===== config.mk =====
export PLATFORM = sky130hd
export DESIGN_NAME = mux2_4_reg
export DESIGN_NICKNAME = d
export VERILOG_FILES = /design/src/rtl/mux2_4_pkg.sv /design/src/rtl/mux2_4_core.sv /design/src/rtl/mux2_4_reg.sv
export SDC_FILE = /design/constraint.sdc
export NUM_CORES = 1
export LEC_CHECK = 0
export CELL_PAD_IN_SITES_DETAIL_PLACEMENT = 1
export CELL_PAD_IN_SITES_GLOBAL_PLACEMENT = 1
export CORE_AREA = 2 2 39 41
export CTS_CLUSTER_DIAMETER = 100
export DETAILED_ROUTE_END_ITERATION = 6
export DIE_AREA = 0 0 41 43
export MAX_ROUTING_LAYER = met4
export PLACE_DENSITY_LB_ADDON = 0.05
export RECOVER_POWER = 25
export SYNTH_ARGS = -nofsm -noshare
export SYNTH_HDL_FRONTEND = slang
export SYNTH_SLANG_ARGS = --single-unit

===== constraint.sdc =====
create_clock -name clk -period 1.05 [get_ports clk]
set_clock_uncertainty 0.15 [all_clocks]
set_input_delay 0.1575 -clock clk [delete_from_list [all_inputs] [get_ports clk]]
set_output_delay 0.1575 -clock clk [all_outputs]
set_load 0.02 [all_outputs]

===== src/rtl/mux2_4_pkg.sv =====
// Shared constants for the mux2_4 datapath select stage.
// Holds the default operand width and the select encodings.
package mux2_4_pkg;

   localparam int   DEFAULT_WIDTH = 4;
   localparam logic SEL_A         = 1'b0;
   localparam logic SEL_B         = 1'b1;

endpackage


===== src/rtl/mux2_4_core.sv =====
// Purely combinational 2:1 select leaf, reusable without a register stage.
// Each bit is an independent lane, so the select fans out bitwise.
module mux2_4_core
   import mux2_4_pkg::*;
#(
   parameter int WIDTH = DEFAULT_WIDTH
) (
   input  logic [WIDTH-1:0] a,
   input  logic [WIDTH-1:0] b,
   input  logic             s,
   output logic [WIDTH-1:0] y
);

   genvar i;
   generate
      for (i = 0; i < WIDTH; i++) begin : g_bit
         assign y[i] = (s == SEL_B) ? b[i] : a[i];
      end
   endgenerate

endmodule


===== src/rtl/mux2_4_reg.sv =====
// Registered 2:1 multiplexer: select core followed by a load-enabled output
// register with synchronous reset that takes priority over the enable.
module mux2_4_reg
   import mux2_4_pkg::*;
#(
   parameter int               WIDTH   = DEFAULT_WIDTH,
   parameter logic [WIDTH-1:0] RST_VAL = {WIDTH{1'b0}}
) (
   input  logic             clk,
   input  logic             rst,
   input  logic [WIDTH-1:0] a,
   input  logic [WIDTH-1:0] b,
   input  logic             s,
   input  logic             en,
   output logic [WIDTH-1:0] out
);

   logic [WIDTH-1:0] sel_data;

   mux2_4_core #(.WIDTH(WIDTH)) u_core (
      .a (a),
      .b (b),
      .s (s),
      .y (sel_data)
   );

   // No path from inputs to out other than through this register.
   always_ff @(posedge clk) begin
      if (rst)
         out <= RST_VAL;
      else if (en)
         out <= sel_data;
   end

endmodule


* After elaboration in Yosys (flattened, before gate mapping)
Index checks and enable logic that the tools add are counted.
Widths: inputs -> output; s select.
** Cells by class
- Mux-type cells :: 4
** Operators by type and width (number)
- $mux 1 :: 4
** Storage, ports and cells
- Flip-flop bits (word level) :: 4
- Output and inout port bits :: 4

* Longest topological paths before layout
- Depth in word-level cells :: 1
- Gate-level depth with buffers :: 3
- Depth with buffers taken out :: 2

* Hierarchy
From an unflattened synthesis, not the netlist that was laid out.
** Second synthesis, totals
- Cell total of the unflattened synthesis :: 17
- Area, all modules :: 185.2 um^2
** By module, submodules not included
- mux2_4_reg :: instances 1, cells an instance 13, area an instance 140.1 um^2, sequential area each 80.1 um^2
- mux2_4_core :: instances 1, cells an instance 4, area an instance 45.0 um^2, sequential area each 0.0 um^2

* Worst setup path after synthesis
No wires, ideal clock.
- Kind :: reg2reg
- From :: register out[3] (netlist name)
- To :: register out[3]
- Library setup time :: 0.086 ns
- Arrival time :: 0.664 ns
- Required time :: 0.814 ns
- Path slack :: 0.150 ns
- Stages on the path, launching flop included :: 3
- Buffers on the path :: 0
- Clock period less this slack :: 0.900 ns
- Cell sequence :: dfxtp_1 nor2_1 a211oi_1
** RTL lines
- end signal: assignment :: RTL line mux2_4_reg.sv:32 : out <= sel_data;
- end: declaration :: RTL line mux2_4_reg.sv:15 : output logic [WIDTH-1:0] out

* Worst setup path after layout
- From :: register out[3]
- To :: output port out[3]
No word-level cell between the ends.

==> reports/summary.txt <==
initial antenna violation count - 0
largest net degree at the start of global routing - 7
Clk pin slew, worst setup/hold paths - 0.04 ns
setup bufs post-CTS - 0
chip height - 43 um
Core ar. - 0.00138 mm^2
CP Data Required Time - 0.74 ns
vias in the first global route - 249
final core utilization - 0.280
Worst Tran Pin Value - 0.226 ns
flop2flop setup slack - 0.14 ns
slowest stage cell on the critical path - dfxtp_1
first-pass GRT wire length - 855 um
clock latency at the later pin of the worst-skew pair - 0.23 ns
Placed Cells incl. Taps - 52
DR pass1 iterations - 2
crit path cell chain - buf_4
crit path DAT - 0.69 ns
fin. max-slew vios - 0
Max Fclk - 1000 MHz
fraction of layout cells with a size suffix above 1 - 0.333
RSZ-0062 raised after global routing - no
hpwl dp - 478 um
# IOs - 16
Hold WS - 0.296 ns
post-synthesis sequential area ratio - 0.460
Crit. End Element - output pin
post-synthesis cell count - 18
# Max-Cap Violations - 0
Root Driver - clkbuf_4
routed wire length - 522 um
Initial Util - 0.126
synthesized area - 174 um^2
ANT cells - 0
Top Registers - out x4
fillers - 176
clock tree sinks - 4
TritonCTS Buffers - 3
Biggest register - out
# setup viols final - 0
GRT Resource Usage Total - 0.0772
Synth cell types - 6
Cell Pwr Density - 1220 mW/mm^2
drt first-iter violations - 3
FP Rows - 14
Worst Path Buf+Inv - 1
Post-DP Area - 373 um^2
post-synthesis register bit count - 4
total gr overflow - 0
register area - 81.3 um^2
final cell count without fillers - 55
final hold vios - 0
DRC - 0
Largest register FFs - 4
Post-Syn Nets - 30
commonest cells after routing, fill and taps aside - 8 x clkdlybuf4s50_1, 8 x buf_4, 4 x mux2i_1, 4 x nor2_1, 4 x a211oi_1
CTS tree - done
Tmin final - 1.00 ns
CP Class - flop to output pin
CTS H-tree depth - 1
Die Area - 0.00176 mm^2
Routed Antenna Nets - 0
status - finished clean
Worst setup SP type - flop
Slew HR - 0.849
CP delay by family, top - flip-flops
via count - 213
wire length per cell - 9.49 um
area grow syn2layout - 123%
Hold Crit Class - input port to flop
critical path fanouts, max - 2
P_leak - 0.176 nW
multi-input logic area - 85.1 um^2
CP max stage delay - 0.32 ns
chip width - 41 um
DR vias/cell - 3.87
Syn Area/Cell - 9.66 um^2
peak supply drop - 0.487 mV
crit share post-route - 0.953
GP Congestion - 0.578
Layout Nets - 53
final instance area - 388 um^2
I/O Buffers - 15
Max clock buf depth - 2
YS warnings - 0
Power Total - 0.473 mW
path summary, 6_finish.rpt:
check	end	cells past startpoint	start
worst min register to register	out[2]$_SDFFE_PP0P_	2	out[2]$_SDFFE_PP0P_
worst max register to register	out[3]$_SDFFE_PP0P_	3	out[3]$_SDFFE_PP0P_
worst max-delay path	out[3]	1	out[3]$_SDFFE_PP0P_
worst min-delay path	out[3]$_SDFFE_PP0P_	3	en
cells in the mapped netlist, drive strengths merged:
library cell,count,area share
a211oi,4,0.17
dfxtp,4,0.46
buf,1,0.022
mux2i,4,0.23
nor2,4,0.086
clkbuf,1,0.029
kinds of logic after synthesis:
group,count (synthesis),share of synthesized area
AO/OA/AOI/OAI,4,0.173
multiplexers,4,0.230
flip-flops,4,0.460
AND/OR/NAND/NOR,4,0.0863
buffers and inverters,2,0.0503
tightest hold or removal path: cells and delay by family:
family | cells | cell delay [ns]
buf+inv | 1 | 0.30
simple gates | 1 | 0.11
compound gates | 1 | 0.06
stage by stage:
| step | setup TNS (ns) | worst slack (ns) |
|---|---|---|
| floorplan | 0 | 0.150 |
| global placement | -1.79 | -0.292 |
| detailed placement | -1.94 | -0.335 |
| CTS | 0 | 0.0128 |
| global route | 0 | 0.00780 |
| finish | 0 | 0.0496 |
routing by layer:
metal	global-route usage	share of wire
met1	0.0613	0.33
met2	0.119	0.55
met3	0.0314	0.12
met4	0.0800	0
met5	-	0
cell type report:
cell class	instances	share of cell area
Sequential cell	4	0.210
Timing Repair Buffer	20	0.461
Clock buffer	3	0.0581
Multi-Input combinational cell	12	0.219
Tap cell	16	0.0516
timing repair:
item                                    in CTS  in global routing
gates resized for setup                     18                  6
hold buffers                                 0                  0
pin swaps                                    0                  0
endpoints found under the setup margin       8                  4
report_power, final:
part | internal [mW] | switching [mW]
clock | 0.127 | 0.0565
sequential | 0.165 | 0.00614
combinational | 0.0748 | 0.0433
Note: power is estimated with default switching activity, not from simulation.
